File: src/rtl/rasterizer_pkg.sv
// Shared types and helpers for the triangle assembly stage of the rasterizer.
package rasterizer_pkg;

    localparam int SCREEN_W = 640;
    localparam int SCREEN_H = 480;
    localparam int COORD_W  = 18;
    localparam int INDEX_W  = 12;
    localparam int BBOX_W   = 10;

    typedef logic signed [COORD_W-1:0] coord_t;

    localparam coord_t SCREEN_X_MAX = coord_t'(SCREEN_W - 1);
    localparam coord_t SCREEN_Y_MAX = coord_t'(SCREEN_H - 1);

    // Which vertex slot the next incoming vertex lands in.
    typedef enum logic [1:0] {
        VCNT_0 = 2'd0,
        VCNT_1 = 2'd1,
        VCNT_2 = 2'd2
    } vcnt_e;

    typedef struct packed {
        coord_t u;
        coord_t v;
        coord_t n;
    } projected_vertex_t;

    typedef struct packed {
        logic [BBOX_W-1:0] min_x;
        logic [BBOX_W-1:0] max_x;
        logic [BBOX_W-1:0] min_y;
        logic [BBOX_W-1:0] max_y;
    } bbox_t;

    // vtx[0] is the first vertex received.
    typedef struct packed {
        logic [INDEX_W-1:0]      index;
        projected_vertex_t [2:0] vtx;
        bbox_t                   bbox;
    } triangle_packet_t;

    function automatic coord_t min3(input coord_t a, input coord_t b, input coord_t c);
        coord_t m;
        m = (a < b) ? a : b;
        m = (c < m) ? c : m;
        return m;
    endfunction

    function automatic coord_t max3(input coord_t a, input coord_t b, input coord_t c);
        coord_t m;
        m = (a > b) ? a : b;
        m = (c > m) ? c : m;
        return m;
    endfunction

    // Depth at or behind the camera plane.
    function automatic logic is_nonpositive(input coord_t c);
        return c[COORD_W-1] || (c == coord_t'(0));
    endfunction

    // Clamp a signed coordinate into [0, hi] and keep the low bits.
    function automatic logic [BBOX_W-1:0] clamp_to_screen(input coord_t c, input coord_t hi);
        if (c[COORD_W-1]) begin
            return '0;
        end else if (c > hi) begin
            return hi[BBOX_W-1:0];
        end else begin
            return c[BBOX_W-1:0];
        end
    endfunction

endpackage

File: src/rtl/triangle_fifo.sv
// Synchronous first-word-fall-through FIFO of assembled triangles.
// The head entry is read straight out of the register array, so it is
// available in the same cycle the entry becomes valid.
module triangle_fifo
    import rasterizer_pkg::*;
#(
    parameter int DEPTH = 4
) (
    input  logic                     clk_i,
    input  logic                     rst_ni,
    input  logic                     push_i,
    input  triangle_packet_t         data_i,
    input  logic                     pop_i,
    output triangle_packet_t         data_o,
    output logic                     full_o,
    output logic                     empty_o,
    output logic [$clog2(DEPTH):0]   count_o
);

    localparam int PTR_W = $clog2(DEPTH);
    localparam logic [PTR_W:0] FULL_COUNT = (PTR_W + 1)'(DEPTH);

    triangle_packet_t   mem_q [DEPTH];
    logic [PTR_W-1:0]   wr_ptr_q;
    logic [PTR_W-1:0]   rd_ptr_q;
    logic [PTR_W:0]     count_q;
    logic               do_push;
    logic               do_pop;

    // A full FIFO still accepts a push when the head leaves in the same cycle.
    assign do_pop  = pop_i && (count_q != '0);
    assign do_push = push_i && ((count_q != FULL_COUNT) || do_pop);

    // Entry storage; cleared on reset so the head reads as zero.
    always_ff @(posedge clk_i or negedge rst_ni) begin
        if (!rst_ni) begin
            for (int i = 0; i < DEPTH; i++) begin
                mem_q[i] <= '0;
            end
        end else if (do_push) begin
            mem_q[wr_ptr_q] <= data_i;
        end
    end

    // Pointer and occupancy bookkeeping.
    always_ff @(posedge clk_i or negedge rst_ni) begin
        if (!rst_ni) begin
            wr_ptr_q <= '0;
            rd_ptr_q <= '0;
            count_q  <= '0;
        end else begin
            if (do_push) begin
                wr_ptr_q <= wr_ptr_q + 1'b1;
            end
            if (do_pop) begin
                rd_ptr_q <= rd_ptr_q + 1'b1;
            end
            case ({do_push, do_pop})
                2'b10:   count_q <= count_q + 1'b1;
                2'b01:   count_q <= count_q - 1'b1;
                default: count_q <= count_q;
            endcase
        end
    end

    assign data_o  = mem_q[rd_ptr_q];
    assign full_o  = (count_q == FULL_COUNT);
    assign empty_o = (count_q == '0);
    assign count_o = count_q;

endmodule

File: src/rtl/triangle_assembler.sv
// Groups projected vertices into triangles, culls near/off-screen ones,
// computes a screen-clamped bounding box and queues survivors for the
// rasterizer. Pipeline: collect (slots) -> eval register -> FIFO push.
module triangle_assembler
    import rasterizer_pkg::*;
#(
    parameter int DEPTH     = 4,
    parameter int AF_MARGIN = 2
) (
    input  logic                      clk_i,
    input  logic                      rst_ni,
    input  logic                      data_in_i,
    input  logic [INDEX_W-1:0]        triangle_index_in_i,
    input  logic signed [COORD_W-1:0] u_i,
    input  logic signed [COORD_W-1:0] v_i,
    input  logic signed [COORD_W-1:0] n_i,
    input  logic                      clear_status_i,
    output logic                      tri_valid_o,
    input  logic                      tri_ready_i,
    output logic [INDEX_W-1:0]        tri_index_o,
    output logic [2:0][COORD_W-1:0]   tri_u_o,
    output logic [2:0][COORD_W-1:0]   tri_v_o,
    output logic [2:0][COORD_W-1:0]   tri_n_o,
    output logic [BBOX_W-1:0]         bbox_min_x_o,
    output logic [BBOX_W-1:0]         bbox_max_x_o,
    output logic [BBOX_W-1:0]         bbox_min_y_o,
    output logic [BBOX_W-1:0]         bbox_max_y_o,
    output logic                      almost_full_o,
    output logic                      seq_error_o,
    output logic                      overflow_o,
    output logic [15:0]               culled_count_o
);

    localparam int CNT_W = $clog2(DEPTH) + 1;
    localparam logic [CNT_W-1:0] AF_LEVEL = CNT_W'(DEPTH - AF_MARGIN);

    projected_vertex_t       in_vtx;
    projected_vertex_t [2:0] slot_q, slot_d;
    logic [INDEX_W-1:0]      idx_q, idx_d;
    vcnt_e                   vcnt_q, vcnt_d;
    logic                    asm_valid_q, asm_valid_d;
    logic                    mismatch;

    coord_t                  min_u, max_u, min_v, max_v;
    logic                    cull_d;
    triangle_packet_t        pkt_d;

    logic                    eval_valid_q;
    logic                    eval_cull_q;
    triangle_packet_t        eval_pkt_q;

    logic                    fifo_push, fifo_pop, fifo_full, fifo_empty;
    logic                    cull_evt, drop_evt;
    logic [CNT_W-1:0]        fifo_count;
    triangle_packet_t        head;

    logic                    seq_error_q, overflow_q;
    logic [15:0]             culled_count_q;

    assign in_vtx = '{u: u_i, v: v_i, n: n_i};

    // Collect state register: slot contents, latched index and slot counter.
    always_ff @(posedge clk_i or negedge rst_ni) begin
        if (!rst_ni) begin
            slot_q      <= '0;
            idx_q       <= '0;
            vcnt_q      <= VCNT_0;
            asm_valid_q <= 1'b0;
        end else begin
            slot_q      <= slot_d;
            idx_q       <= idx_d;
            vcnt_q      <= vcnt_d;
            asm_valid_q <= asm_valid_d;
        end
    end

    // Collect next-state: place the vertex, check index continuity, fire on the third.
    always_comb begin
        slot_d      = slot_q;
        idx_d       = idx_q;
        vcnt_d      = vcnt_q;
        asm_valid_d = 1'b0;
        mismatch    = 1'b0;
        if (data_in_i) begin
            case (vcnt_q)
                VCNT_0: begin
                    slot_d[0] = in_vtx;
                    idx_d     = triangle_index_in_i;
                    vcnt_d    = VCNT_1;
                end
                VCNT_1, VCNT_2: begin
                    if (triangle_index_in_i != idx_q) begin
                        // Drop the partial triangle; this vertex starts a new one.
                        mismatch  = 1'b1;
                        slot_d[0] = in_vtx;
                        idx_d     = triangle_index_in_i;
                        vcnt_d    = VCNT_1;
                    end else if (vcnt_q == VCNT_1) begin
                        slot_d[1] = in_vtx;
                        vcnt_d    = VCNT_2;
                    end else begin
                        slot_d[2]   = in_vtx;
                        vcnt_d      = VCNT_0;
                        asm_valid_d = 1'b1;
                    end
                end
                default: vcnt_d = VCNT_0;
            endcase
        end
    end

    // Cull decision and clamped bounding box for the completed triangle in the slots.
    always_comb begin
        min_u  = min3(slot_q[0].u, slot_q[1].u, slot_q[2].u);
        max_u  = max3(slot_q[0].u, slot_q[1].u, slot_q[2].u);
        min_v  = min3(slot_q[0].v, slot_q[1].v, slot_q[2].v);
        max_v  = max3(slot_q[0].v, slot_q[1].v, slot_q[2].v);
        cull_d = is_nonpositive(slot_q[0].n) || is_nonpositive(slot_q[1].n) ||
                 is_nonpositive(slot_q[2].n) ||
                 max_u[COORD_W-1] || (min_u > SCREEN_X_MAX) ||
                 max_v[COORD_W-1] || (min_v > SCREEN_Y_MAX);
        pkt_d            = '0;
        pkt_d.index      = idx_q;
        pkt_d.vtx        = slot_q;
        pkt_d.bbox.min_x = clamp_to_screen(min_u, SCREEN_X_MAX);
        pkt_d.bbox.max_x = clamp_to_screen(max_u, SCREEN_X_MAX);
        pkt_d.bbox.min_y = clamp_to_screen(min_v, SCREEN_Y_MAX);
        pkt_d.bbox.max_y = clamp_to_screen(max_v, SCREEN_Y_MAX);
    end

    // Eval stage register, loaded one cycle after the third vertex.
    always_ff @(posedge clk_i or negedge rst_ni) begin
        if (!rst_ni) begin
            eval_valid_q <= 1'b0;
            eval_cull_q  <= 1'b0;
            eval_pkt_q   <= '0;
        end else begin
            eval_valid_q <= asm_valid_q;
            if (asm_valid_q) begin
                eval_cull_q <= cull_d;
                eval_pkt_q  <= pkt_d;
            end
        end
    end

    assign fifo_pop  = tri_ready_i && !fifo_empty;
    assign fifo_push = eval_valid_q && !eval_cull_q;
    assign cull_evt  = eval_valid_q && eval_cull_q;
    assign drop_evt  = fifo_push && fifo_full && !fifo_pop;

    triangle_fifo #(
        .DEPTH (DEPTH)
    ) u_fifo (
        .clk_i   (clk_i),
        .rst_ni  (rst_ni),
        .push_i  (fifo_push),
        .data_i  (eval_pkt_q),
        .pop_i   (fifo_pop),
        .data_o  (head),
        .full_o  (fifo_full),
        .empty_o (fifo_empty),
        .count_o (fifo_count)
    );

    // Sticky status and cull counter; clear wins over a same-cycle set.
    always_ff @(posedge clk_i or negedge rst_ni) begin
        if (!rst_ni) begin
            seq_error_q    <= 1'b0;
            overflow_q     <= 1'b0;
            culled_count_q <= '0;
        end else if (clear_status_i) begin
            seq_error_q    <= 1'b0;
            overflow_q     <= 1'b0;
            culled_count_q <= {15'd0, cull_evt};
        end else begin
            seq_error_q    <= seq_error_q | mismatch;
            overflow_q     <= overflow_q | drop_evt;
            culled_count_q <= culled_count_q + {15'd0, cull_evt};
        end
    end

    for (genvar gi = 0; gi < 3; gi++) begin : g_vtx_out
        assign tri_u_o[gi] = head.vtx[gi].u;
        assign tri_v_o[gi] = head.vtx[gi].v;
        assign tri_n_o[gi] = head.vtx[gi].n;
    end

    assign tri_valid_o    = !fifo_empty;
    assign tri_index_o    = head.index;
    assign bbox_min_x_o   = head.bbox.min_x;
    assign bbox_max_x_o   = head.bbox.max_x;
    assign bbox_min_y_o   = head.bbox.min_y;
    assign bbox_max_y_o   = head.bbox.max_y;
    assign almost_full_o  = (fifo_count >= AF_LEVEL);
    assign seq_error_o    = seq_error_q;
    assign overflow_o     = overflow_q;
    assign culled_count_o = culled_count_q;

endmodule

File: config.mk
export PLATFORM = sky130hd
export DESIGN_NAME = triangle_assembler
export DESIGN_NICKNAME = d
export VERILOG_FILES = /design/src/rtl/rasterizer_pkg.sv /design/src/rtl/triangle_fifo.sv /design/src/rtl/triangle_assembler.sv
export SDC_FILE = /design/constraint.sdc
export NUM_CORES = 2
export LEC_CHECK = 0
export CAP_MARGIN = 20
export CORE_UTILIZATION = 65
export CTS_CLUSTER_DIAMETER = 150
export DETAILED_ROUTE_END_ITERATION = 16
export PLACE_DENSITY = 0.85
export SKIP_CTS_REPAIR_TIMING = 1
export SLEW_MARGIN = 20
export SYNTH_ARGS = -nofsm -noshare
export SYNTH_HDL_FRONTEND = slang
export SYNTH_HIERARCHICAL = 1
export SYNTH_SLANG_ARGS = --single-unit
File: constraint.sdc
create_clock -name clk_i -period 11.2 [get_ports clk_i]
set_clock_uncertainty 0.1 [all_clocks]
set_input_delay 3.36 -clock clk_i [delete_from_list [all_inputs] [get_ports clk_i]]
set_output_delay 3.36 -clock clk_i [all_outputs]
set_load 0.05 [all_outputs]
## Word-level counts from Yosys, hierarchy flattened

Cells that the tools add are included.
Widths: inputs -> output; s select.

| word-level totals | value |
|---|---|
| word-level logic and storage cells | 198 |
| bits of input ports | 71 |
| output and inout port bits | 234 |
| bits in registers | 1274 |

| cells by class | value |
|---|---|
| bitwise logic cells | 6 |
| reductions and logical operators | 33 |
| muxes and demuxes | 40 |
| order comparisons | 16 |
| $add $sub $neg | 5 |
| eq/ne operators | 8 |

Operators by type and width:

| cell | number |
|---|---|
| $bwmux 856 | 1 |
| $mux 214 | 3 |
| $bmux 214 s2 | 1 |
| $demux 214 s2 | 1 |
| $mux 18 | 8 |
| $pmux 54 s2 | 1 |
| $mux 10 | 8 |
| $gt 18x18->1 | 4 |
| $lt 18x18->1 | 4 |
| $logic_not 18->1 | 3 |
| $mux 54 | 1 |
| $gt 18x10->1 const B | 2 |
| $gt 18x11->1 const B | 2 |
| $pmux 12 s2 | 1 |
| $add 16x1->16 | 1 |
| $mux 16 | 1 |
| $mux 12 | 1 |
| $ne 12x12->1 | 1 |
| $logic_or 1x1->1 | 10 |
| $mux 1 | 9 |
| $logic_and 1x1->1 | 8 |
| $reduce_and 4->1 | 2 |
| $ge 3x3->1 const B | 2 |
| $not 2->3 | 2 |
| other kinds (22) | 31 |

## Depth between registers and ports, before layout

| logic depth | value |
|---|---|
| depth in word-level cells | 8 |
| mapped depth | 24 |
| mapped depth without buffers | 19 |

## Cells and area by module

The synthesis kept the hierarchy.

By module, submodules not included:

| module | cells each | area each (sq um) | instances | seq. area each (sq um) |
|---|---|---|---|---|
| triangle_fifo | 2121 | 37369.6 | 1 | 21595.7 |
| triangle_assembler | 1607 | 19950.4 | 1 | 10284.9 |

## Worst setup path after synthesis

No wires, ideal clock.

| timing | value |
|---|---|
| path type | input-to-reg |
| start | input triangle_index_in_i[6] |
| end | register slot_q, in the netlist pkt_d[51] |
| data arrival time | 5238 ps |
| stages | 8 |
| required time | 10975 ps |
| setup slack | 5737 ps |
| path buffers | 2 |
| setup time | 125 ps |
| cell sequence | xnor2_1 nand4_1 nor3_1 nor2b_1 o21ai_0 clkbuf_1 clkbuf_1 mux2_2 |

| on the way | value |
|---|---|
| cells in the longest elaborated chain, start to end | 3 |

RTL lines:

| what | line | source |
|---|---|---|
| start: declaration | triangle_assembler.sv:13 | `input logic [INDEX_W-1:0] triangle_index_in_i,` |
| $ne 12x12->1 | triangle_assembler.sv:92 | `if (triangle_index_in_i != idx_q) begin` |
| $ne 2x2->1 (no source line) | n/a |  |
| $reduce_and 3->1 (no source line) | n/a |  |
| end signal: assignment | triangle_assembler.sv:70 | `slot_q <= slot_d;` |
| end: declaration | triangle_assembler.sv:38 | `projected_vertex_t [2:0] slot_q, slot_d;` |

Every way passes these cells.
A chain may end at the register's enable or synchronous reset.

==> metrics <==
Tmin final between 7 and 8 ns; H-tree levels 4; Mapped Area 57300 µm²; worst IR drop on VDD 0.000220 V; DP Wirelength approximately 84 mm; WL final roughly 130 mm; Worst-path clk slew about 0.060 ns; most common cell in the synthesized netlist dfrtp_1; Slew @ Worst Pin 1.08 ns; clock buffer depth 3; Peak Freq ~140 MHz; antenna-violating nets left 0; vias per std cell 6.31; Yosys top cell by area dfrtp_1; Power Density 167 nW/µm²; RSZ-0062 raised after global routing no; CTS Buf Count 131; Seq/Total Area, Yosys 55.6%; Top-Level Pins 305; die footprint approximately 90000 µm²; Sw Share around 27%; initial antenna violation count 5; largest net degree at the start of global routing roughly 200; Setup crit end kind primary output; Post-synth EDFFs 0; Slew Viols, Final 0; Yosys reg bits between 1000 and 1500; number of global-route vias before repair about 36000; Finish-stage setup viols 0; maxcap violations 0; global-route wire length before repair 213 mm; commonest cells in the synthesized netlist 1274 x dfrtp_1, 1212 x mux2_2, 214 x mux4_2; CTS tree built; area of the multi-input gates 24000 µm²; Final nets 4185; Hold Slack around 0.4 ns; hold crit path type register to register; CTS Sinks around 1300; Die X-Extent 299 µm; Distinct cells, synth between 70 and 80; P_int 8.00 mW; Tot GR Track Use 31.1%; IO buf count 304; gr ovfl total 0; Hold Fails Final Rpt 0; syn nets 3917; outcome completed; TNS Setup 0 ns; final period utilization 65.9%; Comb pwr share 15.4%; clock share of power about two fifths; Row Count 108; Initial DRC Count 2333; post-synth top area share 55.6%; LEAKAGE 31.3 nW; total net switching power 2.95 mW; Die Height 299 µm; Synth Warn # 6; WL/cell 25.6 µm; Syn-to-layout area delta 14.2%; fillers 5169; Worst EP arrival 3.92 ns; critical path startpoint category register; Synth Instances 3728; Clock Tree Root clkbuf_16; Top FF cell, synth dfrtp_1; layout cells sized above 1 a little over two fifths; # DRC 0; Worst Path Class, Setup register to primary output; GPL Wtd Cong between 0.9 and 1; clock latency on the worst-skew pair 0.74 ns; drt first pass iters 6; Synth area leaders dfrtp_1 56%, mux2_2 24%, mux4_2 8.4%; average cell area after synthesis 15.4 µm²; register area 31900 µm²; ys async rst share 100%; Worst EP required 7.74 ns; Vias 33100; Worst slew margin between 20 and 30%; maximum fanout along the worst path 57; core area 87000 µm²; Initial Util between 60% and 70%; share of power burned in registers 44.6%
[flip-flops by register name (all words and copies together), names as in the netlist, 2 cells and up]
signal / count
u_fifo/mem_q: 856
u_fifo/rd_ptr_q: 2
idx_q: 12
vcnt_q: 2
u_fifo/count_o: 3
pkt_d: 162
u_fifo/wr_ptr_q: 2
eval_pkt_q: 214
culled_count_o: 16
[per-layer routing]
| layer | track usage, % | vias to the layer above | share of wire, % |
|---|---|---|---|
| li1 | - | 14400 | - |
| met1 | 41.9 | 17700 | 41 |
| met2 | 51.6 | 805 | 51 |
| met3 | 4.74 | 260 | 4.7 |
| met4 | 11.5 | 0 | 3.3 |
| met5 | 0 | - | 0 |
[power groups by stage]
stage / logic, mW / registers, mW / clock network (mW)
3_5_place_dp: 1.68 / 4.96 / 0
6_report: 1.69 / 4.88 / 4.39
2_1_floorplan: 1.28 / 4.82 / 0
3_3_place_gp: 1.67 / 4.95 / 0
4_1_cts: 1.69 / 4.87 / 4.47
5_1_grt: 1.83 / 4.89 / 4.65
[worst max-delay path: stages, from the launching register on]
cell and delay [ns]:
dfrtp_4 0.99, buf_4 0.84, mux4_2 0.37, clkdlybuf4s50_1 0.93
[area by class of cell]
class | instances | share of cell area (%)
Clock buffer | 195 | 6.11
Inverter | 62 | 0.356
Sequential cell | 1274 | 48.7
Multi-Input combinational cell | 2184 | 36.7
Timing Repair Buffer | 343 | 5.33
Clock inverter | 31 | 0.541
Antenna cell | 8 | 0.0306
Tap cell | 1155 | 2.21
[cells in the final DEF (no fill, tap or decap), types with 60 or more instances in the layout]
cell and count:
a21oi_1 82, dfrtp_1 1271, nor2_1 89, clkbuf_16 139, mux4_2 214, ha_1 117
inv_1 62, clkdlybuf4s50_1 303, mux2_2 1212, nand2_1 60
[path summary, 6_finish.rpt]
kind | start | end | slack [ns] | cells after the start
max in group asynchronous | rst_ni | u_fifo/mem_q[63]$_DFFE_PN0P_ | 6.32 | 4
setup / recovery | u_fifo/rd_ptr_q[1]$_DFFE_PN0N_ | tri_v_o[37] | 3.82 | 3
min in group asynchronous | rst_ni | u_fifo/mem_q[728]$_DFFE_PN0P_ | 2.56 | 1
setup reg to reg | pkt_d[147]$_DFFE_PN0P_ | eval_pkt_q[29]$_DFFE_PN0P_ | 4.86 | 20
hold reg to reg | u_fifo/mem_q[359]$_DFFE_PN0P_ | u_fifo/mem_q[359]$_DFFE_PN0P_ | 0.40 | 1
hold / removal | u_fifo/mem_q[359]$_DFFE_PN0P_ | u_fifo/mem_q[359]$_DFFE_PN0P_ | 0.40 | 1
[cell families (layout without fill, tap and decap cells)]
kind of cell	Yosys count	count (layout)	share of synthesized area, %
muxes	1465	1465	32.9
DFF	1274	1274	55.6
and+or+nand+nor	341	341	3.08
buffers and inverters	270	631	2.56
AOI/OAI and AO/OA	232	232	2.82
adders and majority gates	118	118	2.59
xor gates and xnor gates	28	28	0.428
other	0	8	0
[per-stage QoR]
| step | setup WS (ns) | total power, mW | cells | utilization, % | cell area (µm²) |
|---|---|---|---|---|---|
| final | 3.82 | 11.0 | 5252 | 75.2 | 65500 |
| after detailed placement | 4.36 | 6.64 | 5017 | 70.2 | 61100 |
| after global placement | 4.34 | 6.62 | 5017 | 70.2 | 61100 |
| after floorplan | 5.74 | 6.11 | 3728 | - | 57300 |
| after CTS | 3.56 | 11.0 | 5243 | 75.2 | 65400 |
| after global routing | 3.63 | 11.4 | 5249 | 75.2 | 65500 |
Power figures use the tool's default switching activity.
